`src/rtl/io_bus_master_if.sv`:
```
// io_bus_master_if
//   Groups the core-side request/response handshake and the memory-mapped
//   IO bus of io_bus_master into a single bundle.
//   master modport : the bus master (accepts requests, drives the IO bus)
//   slave  modport : the environment (core + IO peripheral side)
//   Signals:
//     req_valid/req_ready/req_write/req_addr/req_wdata/req_size  core request
//     resp_valid/resp_rdata/resp_err                             core response
//     io_address/io_write_value/io_write_en/io_read_en/
//     io_data_size/io_read_value                                 IO bus
interface io_bus_master_if;
  logic        req_valid;
  logic        req_ready;
  logic        req_write;
  logic [31:0] req_addr;
  logic [31:0] req_wdata;
  logic [2:0]  req_size;
  logic        resp_valid;
  logic [31:0] resp_rdata;
  logic        resp_err;
  logic [31:0] io_address;
  logic [31:0] io_write_value;
  logic [31:0] io_read_value;
  logic        io_write_en;
  logic        io_read_en;
  logic [2:0]  io_data_size;

  modport master (
    input  req_valid, req_write, req_addr, req_wdata, req_size, io_read_value,
    output req_ready, resp_valid, resp_rdata, resp_err,
           io_address, io_write_value, io_write_en, io_read_en, io_data_size
  );

  modport slave (
    output req_valid, req_write, req_addr, req_wdata, req_size, io_read_value,
    input  req_ready, resp_valid, resp_rdata, resp_err,
           io_address, io_write_value, io_write_en, io_read_en, io_data_size
  );
endinterface

```
`src/rtl/io_bus_master.sv`:
```
// io_bus_master
//   CPU-side initiator for the memory-mapped IO bus. Takes one load/store
//   request at a time, drives the IO bus, waits out the peripheral read
//   latency and returns size-extended read data with a one-cycle response.
//   Ports:
//     clk    in  system clock, rising edge
//     rst_n  in  asynchronous active-low reset
//     bus    master modport of io_bus_master_if (request, response, IO bus)
//   Parameter:
//     READ_LATENCY  cycles from io_address sampling to valid io_read_value (1..4)
module io_bus_master #(
  parameter int unsigned READ_LATENCY = 1
) (
  input  logic             clk,
  input  logic             rst_n,
  io_bus_master_if.master  bus
);

  typedef enum logic [1:0] {
    S_IDLE  = 2'd0,
    S_WRITE = 2'd1,
    S_READ  = 2'd2,
    S_RESP  = 2'd3
  } state_e;

  state_e      state_q,       state_d;
  logic        ready_q,       ready_d;
  logic        write_en_q,    write_en_d;
  logic        read_en_q,     read_en_d;
  logic [2:0]  cnt_q,         cnt_d;
  logic [31:0] addr_q,        addr_d;
  logic [31:0] wdata_q,       wdata_d;
  logic [2:0]  size_q,        size_d;
  logic        write_q,       write_d;
  logic        resp_valid_q,  resp_valid_d;
  logic [31:0] resp_rdata_q,  resp_rdata_d;
  logic        resp_err_q,    resp_err_d;

  // Sizes 011, 110 and 111 have no load/store encoding.
  function automatic logic size_legal(input logic [2:0] size);
    logic ok;
    case (size)
      3'b000, 3'b001, 3'b010, 3'b100, 3'b101: ok = 1'b1;
      default:                                ok = 1'b0;
    endcase
    return ok;
  endfunction

  // Sign/zero extension of right-aligned read data by funct3.
  function automatic logic [31:0] extend(input logic [2:0] size, input logic [31:0] data);
    logic [31:0] r;
    case (size)
      3'b000:  r = {{24{data[7]}}, data[7:0]};
      3'b001:  r = {{16{data[15]}}, data[15:0]};
      3'b010:  r = data;
      3'b100:  r = {24'd0, data[7:0]};
      3'b101:  r = {16'd0, data[15:0]};
      default: r = 32'd0;
    endcase
    return r;
  endfunction

  // Next-state and next-output computation for the transaction FSM.
  always_comb begin
    state_d      = state_q;
    ready_d      = ready_q;
    write_en_d   = write_en_q;
    read_en_d    = read_en_q;
    cnt_d        = cnt_q;
    addr_d       = addr_q;
    wdata_d      = wdata_q;
    size_d       = size_q;
    write_d      = write_q;
    resp_valid_d = resp_valid_q;
    resp_rdata_d = resp_rdata_q;
    resp_err_d   = resp_err_q;

    case (state_q)
      S_IDLE: begin
        if (bus.req_valid) begin
          addr_d  = bus.req_addr;
          wdata_d = bus.req_wdata;
          size_d  = bus.req_size;
          write_d = bus.req_write;
          ready_d = 1'b0;
          if (!size_legal(bus.req_size)) begin
            // Illegal size answers immediately without touching the bus.
            state_d      = S_RESP;
            resp_valid_d = 1'b1;
            resp_err_d   = 1'b1;
            resp_rdata_d = 32'd0;
          end else if (bus.req_write) begin
            state_d    = S_WRITE;
            write_en_d = 1'b1;
          end else begin
            state_d   = S_READ;
            read_en_d = 1'b1;
            cnt_d     = 3'(READ_LATENCY);
          end
        end else begin
          state_d = S_IDLE;
        end
      end
      S_WRITE: begin
        write_en_d   = 1'b0;
        state_d      = S_RESP;
        resp_valid_d = 1'b1;
        resp_err_d   = 1'b0;
        resp_rdata_d = 32'd0;
      end
      S_READ: begin
        if (cnt_q == 3'd0) begin
          // Peripheral data is valid in this cycle; capture on this edge.
          read_en_d    = 1'b0;
          state_d      = S_RESP;
          resp_valid_d = 1'b1;
          resp_err_d   = 1'b0;
          resp_rdata_d = extend(size_q, bus.io_read_value);
        end else begin
          cnt_d = cnt_q - 3'd1;
        end
      end
      S_RESP: begin
        state_d      = S_IDLE;
        ready_d      = 1'b1;
        resp_valid_d = 1'b0;
        resp_rdata_d = 32'd0;
        resp_err_d   = 1'b0;
      end
      default: begin
        state_d      = S_IDLE;
        ready_d      = 1'b1;
        write_en_d   = 1'b0;
        read_en_d    = 1'b0;
        resp_valid_d = 1'b0;
        resp_rdata_d = 32'd0;
        resp_err_d   = 1'b0;
      end
    endcase
  end

  // State and output registers; reset drops strobes and any pending response.
  always_ff @(posedge clk or negedge rst_n) begin
    if (!rst_n) begin
      state_q      <= S_IDLE;
      ready_q      <= 1'b1;
      write_en_q   <= 1'b0;
      read_en_q    <= 1'b0;
      cnt_q        <= 3'd0;
      addr_q       <= 32'd0;
      wdata_q      <= 32'd0;
      size_q       <= 3'd0;
      write_q      <= 1'b0;
      resp_valid_q <= 1'b0;
      resp_rdata_q <= 32'd0;
      resp_err_q   <= 1'b0;
    end else begin
      state_q      <= state_d;
      ready_q      <= ready_d;
      write_en_q   <= write_en_d;
      read_en_q    <= read_en_d;
      cnt_q        <= cnt_d;
      addr_q       <= addr_d;
      wdata_q      <= wdata_d;
      size_q       <= size_d;
      write_q      <= write_d;
      resp_valid_q <= resp_valid_d;
      resp_rdata_q <= resp_rdata_d;
      resp_err_q   <= resp_err_d;
    end
  end

  // The latched request feeds the bus directly, so it holds between transfers.
  assign bus.req_ready      = ready_q;
  assign bus.io_write_en    = write_en_q;
  assign bus.io_read_en     = read_en_q;
  assign bus.io_address     = addr_q;
  assign bus.io_write_value = wdata_q;
  assign bus.io_data_size   = size_q;
  assign bus.resp_valid     = resp_valid_q;
  assign bus.resp_rdata     = resp_rdata_q;
  assign bus.resp_err       = resp_err_q;

  // The request direction is latched for completeness of the captured request.
  logic unused_write_s;
  assign unused_write_s = write_q;

endmodule

```
`src/flat_wrapper.sv`:
```
// flat-port wrapper written by rule: the top's interface ports become plain ports
module io_bus_master_flat 
#(
  parameter int unsigned READ_LATENCY = 1
)
  (clk, rst_n, bus_req_valid, bus_req_write, bus_req_addr, bus_req_wdata, bus_req_size, bus_io_read_value, bus_req_ready, bus_resp_valid, bus_resp_rdata, bus_resp_err, bus_io_address, bus_io_write_value, bus_io_write_en, bus_io_read_en, bus_io_data_size);
  io_bus_master_if bus_i ();
  input  logic clk;
  input  logic rst_n;
  input wire logic [$bits(bus_i.req_valid)-1:0] bus_req_valid;
  input wire logic [$bits(bus_i.req_write)-1:0] bus_req_write;
  input wire logic [$bits(bus_i.req_addr)-1:0] bus_req_addr;
  input wire logic [$bits(bus_i.req_wdata)-1:0] bus_req_wdata;
  input wire logic [$bits(bus_i.req_size)-1:0] bus_req_size;
  input wire logic [$bits(bus_i.io_read_value)-1:0] bus_io_read_value;
  output wire logic [$bits(bus_i.req_ready)-1:0] bus_req_ready;
  output wire logic [$bits(bus_i.resp_valid)-1:0] bus_resp_valid;
  output wire logic [$bits(bus_i.resp_rdata)-1:0] bus_resp_rdata;
  output wire logic [$bits(bus_i.resp_err)-1:0] bus_resp_err;
  output wire logic [$bits(bus_i.io_address)-1:0] bus_io_address;
  output wire logic [$bits(bus_i.io_write_value)-1:0] bus_io_write_value;
  output wire logic [$bits(bus_i.io_write_en)-1:0] bus_io_write_en;
  output wire logic [$bits(bus_i.io_read_en)-1:0] bus_io_read_en;
  output wire logic [$bits(bus_i.io_data_size)-1:0] bus_io_data_size;
  assign bus_i.req_valid = bus_req_valid;
  assign bus_i.req_write = bus_req_write;
  assign bus_i.req_addr = bus_req_addr;
  assign bus_i.req_wdata = bus_req_wdata;
  assign bus_i.req_size = bus_req_size;
  assign bus_i.io_read_value = bus_io_read_value;
  assign bus_req_ready = bus_i.req_ready;
  assign bus_resp_valid = bus_i.resp_valid;
  assign bus_resp_rdata = bus_i.resp_rdata;
  assign bus_resp_err = bus_i.resp_err;
  assign bus_io_address = bus_i.io_address;
  assign bus_io_write_value = bus_i.io_write_value;
  assign bus_io_write_en = bus_i.io_write_en;
  assign bus_io_read_en = bus_i.io_read_en;
  assign bus_io_data_size = bus_i.io_data_size;
  io_bus_master #(.READ_LATENCY(READ_LATENCY)) u_core (.clk(clk), .rst_n(rst_n), .bus(bus_i));
endmodule
```
`config.mk`:
```
export PLATFORM = sky130hd
export DESIGN_NAME = io_bus_master_flat
export DESIGN_NICKNAME = d
export VERILOG_FILES = /design/src/rtl/io_bus_master_if.sv /design/src/rtl/io_bus_master.sv /design/src/flat_wrapper.sv
export SDC_FILE = /design/constraint.sdc
export NUM_CORES = 1
export LEC_CHECK = 0
export BUFFER_PORTS_ARGS = -buffer_cell sky130_fd_sc_hd__buf_2
export CELL_PAD_IN_SITES_DETAIL_PLACEMENT = 1
export CELL_PAD_IN_SITES_GLOBAL_PLACEMENT = 2
export CORE_AREA = 2 2 130 132
export CTS_BUF_LIST = sky130_fd_sc_hd__clkbuf_8 sky130_fd_sc_hd__clkbuf_16
export DETAILED_ROUTE_END_ITERATION = 10
export DIE_AREA = 0 0 132 134
export PLACE_DENSITY_LB_ADDON = 0.2
export SETUP_SLACK_MARGIN = 0.2
export SYNTH_ARGS = -nofsm -noshare
export SYNTH_HDL_FRONTEND = slang
export SYNTH_SLANG_ARGS = --single-unit
```
`constraint.sdc`:
```
create_clock -name clk -period 2 [get_ports clk]
set_input_delay 0.4 -clock clk [delete_from_list [all_inputs] [get_ports clk]]
set_output_delay 0.4 -clock clk [all_outputs]
set_load 0.01 [all_outputs]
```
==> summary.md, run 1 <==
| Metric | Value |
|---|---|
| Yosys cell types | `33` |
| Post-Route Setup TNS | `0 ns` |
| Comb pwr share | `around 44%` |
| Minimum clock period | `1.72 ns` |
| Routed WL | `13,300 microns` |
| Clock skew | `~0.008 ns` |
| Vias in the first global route | `4,006` |
| Path depth of the worst reg2reg path | `7` |
| Max_cap viols | `0` |
| Post-synthesis sequential area ratio | `59.1%` |
| CP startpoint kind | `register` |
| Final setup violation count | `0` |
| Most frequent cells in the layout | `buf_2 (205), dfrtp_1 (108), mux2_2 (68), a21oi_1 (30), o21ai_0 (30)` |
| Synth-to-layout area growth | `38.7%` |
| Hold worst-path end | `u_core.bus.resp_rdata[5]` |
| Peak VDD IR | `0.604 mV` |
| Slew @ Worst Pin | `~0.57 ns` |
| Drt first-iter violations | `~150` |
| PnR worst setup slack | `0.282 ns` |
| Largest area contributor in the netlist | `dfrtp_1` |
| Post-DP HPWL | `roughly 9900 microns` |
| Clk pwr share | `19.2%` |
| Residual DRC | `0` |
| Final Max Tran Viols | `0` |
| HP Class | `in2reg` |
| Unrepaired setup endpoints after global routing | `no` |
| Core ar. | `between 0.015 and 0.02 sq mm` |
| GRT Total Usage | `15.3%` |
| Syn_area_per_cell | `13.0 sq um` |
| Yosys warns | `0` |
| Worst hold start | `bus_io_read_value[5]` |
| P_sw | `about 3.5 mW` |
| Grt ovf | `0` |
| Skew-Pair Late Insertion Delay | `0.35 ns` |
| Cell count after synthesis | `355` |
| Slew HR | `61.3%` |
| Antenna Cells | `0` |
| Max incr delay on CP | `about 0.40 ns` |
| Vias per Instance | `between 4 and 5` |
| Placer congestion estimate | `between 0.7 and 0.8` |
| Worst-path clk slew | `0.07 ns` |
| Antenna violations before repair | `2` |
| Top post-synthesis cells by area | `dfrtp_1 (59%), mux2_2 (17%), a22o_1 (4.2%), a21oi_1 (3.3%), o21ai_0 (3.3%)` |
| Reg-to-Reg End | `u_core.bus.resp_rdata[28]` |
| WP data required | `2.29 ns` |
| Top-area cell type share of the netlist area | `58.6%` |
| Chip height | `about 130 microns` |
| Net Sw Frac | `36.6%` |
| Deepest clock path buffer count | `2` |
| DIE WIDTH | `132 microns` |
| Most common cell after layout, fill and taps aside | `buf_2` |
| First-pass GRT wire length | `21,500 microns` |
| Crit. End Element | `register` |
| Share of total power in sequential cells | `between 30% and 40%` |
| PwrDens | `1490 mW/mm^2` |
| WL per Instance | `16.8 microns` |
| Leak pwr | `3.16 nW` |
| Hold Path Stages | `2` |
| Fin area | `roughly 0.0064 sq mm` |
| Crit path DAT | `2.01 ns` |
| Final ANT Viol Nets | `0` |
| CP max stage cell | `dfrtp_1` |
| H-tree Lvls | `3` |
| Rows | `47` |
| Internal | `a little over 6 mW` |
| Total CTS buffers | `9` |
| Die footprint | `0.0177 sq mm` |
| Util after Layout | `approximately 39%` |
| Period utilization | `a little under nine tenths` |
| Detailed-route via count | `3,716` |
| Setup CP Type | `reg2reg` |
| Clock root cell | `clkbuf_16` |
| FMAX | `just under 600 MHz` |
| R2R Setup Slk | `0.28 ns` |
| Layout cells sized above 1 | `58.6%` |
| Final hold violations | `0` |
| Dpl ws | `-0.0405 ns` |
| Cell Area, Synth | `0.00461 sq mm` |
| Outcome | `complete, no violations` |
| 1st-pass router iterations | `4` |
| CTS tree | `done` |
| Crit path cell chain | `inv_2, ha_4, nand2b_4, a211o_4, nor3_4, clkbuf_16, a22o_2` |
| Origin of the critical flop-to-flop path | `u_core.cnt_q[0]` |
| Nets | `677` |
| Syn nets | `465` |
| Starting Density | `28.3%` |
| I/O pin count | `207` |
| Port buffer count | `206` |
| Num Clock Sinks | `109` |
| Max Fanout on Critical Path | `8` |
| DP Area | `0.00596 sq mm` |
| Yosys reg bits | `between 100 and 150` |
| Largest net degree at the start of global routing | `43` |
-- synthesized netlist by cell type, drive strengths merged --
cell type  instances
or2                1
buf               11
o21ai             30
o211a              1
o22ai              2
nand3              1
nand2b             3
o2bb2ai            2
a211o              1
o221a              1
nor2b              4
clkbuf            13
inv                8
a31oi              1
o21a               1
mux2              68
nand4              1
nor4b              1
dfstp              1
nor2               5
dfrtp            108
a21oi             30
ha                 7
nand2             16
a22o              32
nor3               4
mux2i              2
-- state kept, by name, indices dropped and copies added, names as in the netlist --
register	flops
u_core.cnt_q	3
u_core.state_q	2
u_core.bus.resp_valid	1
u_core.bus.req_ready	1
u_core.bus.io_read_en	1
u_core.bus.resp_rdata	32
u_core.bus.io_address	32
u_core.bus.io_write_en	1
u_core.bus.io_data_size	3
u_core.bus.io_write_value	32
u_core.bus.resp_err	1
-- logic make-up after synthesis --
group | after synthesis | share of synthesized area [%]
DFF | 109 | 59.1
muxes | 70 | 17.0
AOI/OAI and AO/OA | 101 | 14.6
buffers and inverters | 32 | 3.23
and+or+nand+nor | 36 | 4.07
adders and majority gates | 7 | 1.90
-- how the worst max path moves through the flow --
stage / to / slack [ns] / cells past startpoint / from
2_1_floorplan: u_core.bus.resp_rdata[20] / 0.19 / 7 / u_core.bus.io_data_size[0]
3_3_place_gp: u_core.bus.resp_rdata[30] / 0.04 / 6 / u_core.cnt_q[0]
3_5_place_dp: u_core.bus.resp_rdata[16] / -0.04 / 6 / bus_io_read_value[7]
4_1_cts: u_core.bus.io_address[20] / 0.20 / 5 / u_core.state_q[0]
5_1_grt: u_core.bus.resp_rdata[26] / 0.20 / 7 / u_core.state_q[0]
6_report: u_core.bus.resp_rdata[28] / 0.28 / 7 / u_core.cnt_q[0]
-- power by group through the flow --
stage / clock network (mW) / registers [mW] / logic [mW]
after floorplan: 0 / 3.92 / 2.07
after global placement: 0 / 3.51 / 4.05
after detailed placement: 0 / 3.55 / 4.14
after CTS: 1.91 / 3.53 / 4.19
after global routing: 2.01 / 3.64 / 4.65
final: 1.83 / 3.51 / 4.21
-- what timing repair did --
item,4_1_cts,5_1_grt
endpoints found under the setup margin,31,90
hold endpoints to repair,9,0
hold buffers,1,0
pin swaps,2,1
gates cloned,0,1
buffers inserted,2,2
resized for setup,5,9
-- critical path, delay by kind of cell (launching register included) --
family,cells,cell delay (ns)
AOI/OAI and AO/OA,2,0.46
adders and majority gates,1,0.16
buffers and inverters,2,0.32
DFF,1,0.40
and+or+nand+nor,2,0.31
-- routing by layer --
layer  routed length, microns  GRT usage [%]  vias to the layer above
met4                      204           5.31                        4
li1                         -              -                     1704
met2                     6500           25.4                      133
met3                     1090           5.52                       16
met5                       33              0                        -
met1                     5460           18.5                     1859
-- through the flow --
step | power [mW] | hold WS (ns) | std cells
floorplan | 5.99 | 0.104 | 355
global placement | 7.56 | 0.379 | 770
detailed placement | 7.70 | 0.376 | 770
CTS | 9.63 | 0.252 | 789
global route | 10.3 | 0.256 | 792
finish | 9.55 | 0.265 | 792
-- final cells by class --
| cell class | count | area (sq um) |
|---|---|---|
| tap | 220 | 275 |
| inverter | 8 | 30.0 |
| sequential | 109 | 2730 |
| clock inverter | 7 | 75.1 |
| multi-input combinational | 214 | 1790 |
| timing repair buffer | 225 | 1270 |
| clock buffer | 9 | 225 |
| fill | 1861 | 9890 |
Note: power is estimated with default switching activity, not from simulation.
==> run 2: changes to the inputs <==
--- a/config.mk
+++ b/config.mk
@@ -7,11 +7,11 @@
 export LEC_CHECK = 0
 export BUFFER_PORTS_ARGS = -buffer_cell sky130_fd_sc_hd__buf_2
 export CELL_PAD_IN_SITES_DETAIL_PLACEMENT = 1
-export CELL_PAD_IN_SITES_GLOBAL_PLACEMENT = 2
-export CORE_AREA = 2 2 130 132
+export CELL_PAD_IN_SITES_GLOBAL_PLACEMENT = 1
+export CORE_AREA = 2 2 117 119
 export CTS_BUF_LIST = sky130_fd_sc_hd__clkbuf_8 sky130_fd_sc_hd__clkbuf_16
 export DETAILED_ROUTE_END_ITERATION = 10
-export DIE_AREA = 0 0 132 134
+export DIE_AREA = 0 0 119 121
 export PLACE_DENSITY_LB_ADDON = 0.2
 export SETUP_SLACK_MARGIN = 0.2
 export SYNTH_ARGS = -nofsm -noshare
==> run 2 against run 1 <==
  * Combinational power is 2% lower
  * Critical path depth did not move
  * Total power decreased by 0.10%
  * Routed wire length shrank 6.3%
  * Die area decreased by 19%
  * Largest cell class unchanged
==> summary.md, run 2 (synthesis results as in run 1) <==
| Metric | Value |
|---|---|
| Nets | `676 (-0.15%)` |
| CTS tree | `done` |
| Residual DRC | `0 (unchanged)` |
| Max_cap viols | `0 (unchanged)` |
| Rows | `42 (-11%)` |
| Reg-to-Reg End | `u_core.bus.resp_rdata[30]` |
| Delay-heaviest family, CP | `compound AO/OA/AOI/OAI gates` |
| Outcome | `complete, no violations` |
| FMAX | `584 MHz (+0.37%)` |
| Post-Route Setup TNS | `0 ns (unchanged)` |
| Port buffer count | `206 (unchanged)` |
| Pwr Total | `9.54 mW (-0.10%)` |
| Final setup violation count | `0 (unchanged)` |
| P_sw | `3.42 mW (-2.3%)` |
| Drt first-iter violations | `159 (+4.6%)` |
| Die footprint | `0.0144 sq mm (-19%)` |
| Core ar. | `0.0131 sq mm (-20%)` |
| Period utilization | `85.6% (-0.31 points)` |
| Clock root cell | `clkbuf_16` |
| GRT Total Usage | `17.9% (+2.6 points)` |
| First-pass GRT wire length | `20,300 microns (-5.8%)` |
| Slew @ Worst Pin | `0.559 ns (-0.0151 ns)` |
| Fill cell count | `1,425 (-23%)` |
| WL per Instance | `16.7 microns (-0.42%)` |
| Final ANT Viol Nets | `0 (unchanged)` |
| Starting Density | `35.3% (+6.9 points)` |
| Max incr delay on CP | `0.40 ns (about the same)` |
| Internal | `6.12 mW (+1.2%)` |
| WP data required | `2.28 ns (about the same)` |
| Clk pwr share | `19.4% (+0.2 points)` |
| Path depth of the worst reg2reg path | `7 (unchanged)` |
| Worst Path Buf+Inv | `2 (unchanged)` |
| Vias in the first global route | `3,912 (-2.3%)` |
| Final Max Tran Viols | `0 (unchanged)` |
| Worst Setup SP | `u_core.cnt_q[0]` |
| Clock skew | `0.00534 ns (-0.00273 ns)` |
| Vias per Instance | `4.89 (+4.2%)` |
| Comb pwr share | `43.4% (-0.7 points)` |
| Total CTS buffers | `9 (unchanged)` |
| H-tree Lvls | `3 (unchanged)` |
| DIE WIDTH | `119 microns (-9.8%)` |
| Deepest clock path buffer count | `2 (unchanged)` |
| Placed instance count | `730 (-5.2%)` |
| Crit path DAT | `1.99 ns (-0.02 ns)` |
| Layout cells sized above 1 | `57.8% (-0.75 points)` |
| 1st-pass router iterations | `4 (unchanged)` |
| Antenna violations before repair | `0 (-2)` |
| Crit. End Element | `register` |
| Leak pwr | `3.16 nW (-0.28%)` |
| Final Non-Filler Cells | `745 (-5.9%)` |
| Grt ovf | `0 (unchanged)` |
| Most frequent cells in the layout | `buf_2 (205), dfrtp_1 (108), mux2_2 (68), a21oi_1 (30), o21ai_0 (30)` |
| Routed WL | `12,500 microns (-6.3%)` |
| HP Class | `in2async` |
| Unrepaired setup endpoints after global routing | `no` |
| Slew HR | `62.7% (+1.4 points)` |
| Post-DP HPWL | `9330 microns (-5.9%)` |
| Crit path cell chain | `inv_1, ha_2, nand2b_4, a211o_4, nor3_4, buf_12, a22o_1` |
| Hold Buf Count CTS | `0 (-1)` |
| Minimum clock period | `1.71 ns (-0.00625 ns)` |
| Net Sw Frac | `35.8% (-0.80 points)` |
| Most common cell after layout, fill and taps aside | `buf_2` |
| CP max stage cell | `dfrtp_1` |
| Skew-Pair Late Insertion Delay | `0.34 ns (about the same)` |
| Origin of the critical flop-to-flop path | `u_core.cnt_q[0]` |
| Worst path depth | `7 (unchanged)` |
| Final hold violations | `0 (unchanged)` |
| Placer congestion estimate | `0.765 (+2.4%)` |
| Chip height | `121 microns (-9.7%)` |
| Num Clock Sinks | `109 (unchanged)` |
| Largest net degree at the start of global routing | `54 (+26%)` |
| Synth-to-layout area growth | `36.6%` |
| Detailed-route via count | `3,643 (-2.0%)` |
| I/O pin count | `207 (unchanged)` |
| PwrDens | `1510 mW/mm^2 (+1.4%)` |
| Share of total power in sequential cells | `37.2% (+0.4 points)` |
| Antenna Cells | `0 (unchanged)` |
| Max Fanout on Critical Path | `16 (+8)` |
| Worst-path clk slew | `0.07 ns (about the same)` |
| Setup CP Type | `reg2reg` |
| Hold slack final | `0.0328 ns (-0.232 ns)` |
| Peak VDD IR | `0.658 mV (+8.8%)` |
| R2R Setup Slk | `0.29 ns (about the same)` |
| CP startpoint kind | `register` |
-- run 2: layout make-up --
| class | count | area [sq um] | area share [%] |
|---|---|---|---|
| Clock buffer | 9 | 225 | 3.57 |
| Clock inverter | 5 | 78.8 | 1.25 |
| Inverter | 8 | 30.0 | 0.476 |
| Multi-Input combinational cell | 214 | 1780 | 28.2 |
| Sequential cell | 109 | 2730 | 43.3 |
| Tap cell | 176 | 220 | 3.49 |
| Timing Repair Buffer | 224 | 1240 | 19.7 |
-- run 2: worst reg2reg max path: stages (launching register included) --
cell,delay [ns]
dfrtp_1,0.40
inv_1,0.12
ha_2,0.24
nand2b_4,0.09
a211o_4,0.34
nor3_4,0.15
buf_12,0.17
a22o_1,0.14
-- run 2: metrics by stage --
stage	setup WS [ns]	utilization, %	area (sq um)
6_report	0.288	48.2	6300
5_1_grt	0.193	48.2	6300
4_1_cts	0.211	48.0	6270
3_5_place_dp	0.156	45.5	5950
3_3_place_gp	0.240	45.5	5950
2_1_floorplan	0.189	-	4610
-- run 2: how the worst max path moves through the flow --
stage,slack [ns],endpoint
final,0.29,u_core.bus.resp_rdata[30]
after global placement,0.24,u_core.bus.resp_rdata[28]
after global routing,0.19,u_core.bus.resp_rdata[31]
after CTS,0.21,u_core.bus.resp_rdata[30]
after floorplan,0.19,u_core.bus.resp_rdata[20]
after detailed placement,0.16,u_core.bus.resp_rdata[3]
-- run 2: layer usage --
layer	wire length, microns	GRT usage (%)	vias to the layer above
li1	-	-	1695
met1	5230	21.8	1810
met2	6160	30.2	125
met3	839	4.79	13
met4	224	6.77	0
met5	0	0	-
-- run 2: repair_timing --
item                                    4_1_cts  5_1_grt
hold endpoints to repair                      0        0
gates resized for setup                       1        8
pin swaps                                     1        0
endpoints found under the setup margin       32       82
buffers inserted                              1        0
-- run 2: power by group through the flow --
stage	clock, mW	combinational [mW]	sequential, mW
final	1.85	4.14	3.55
after global routing	2.01	4.57	3.68
after CTS	1.92	4.15	3.56
after detailed placement	0	4.12	3.58
after global placement	0	3.99	3.53
after floorplan	0	2.07	3.92
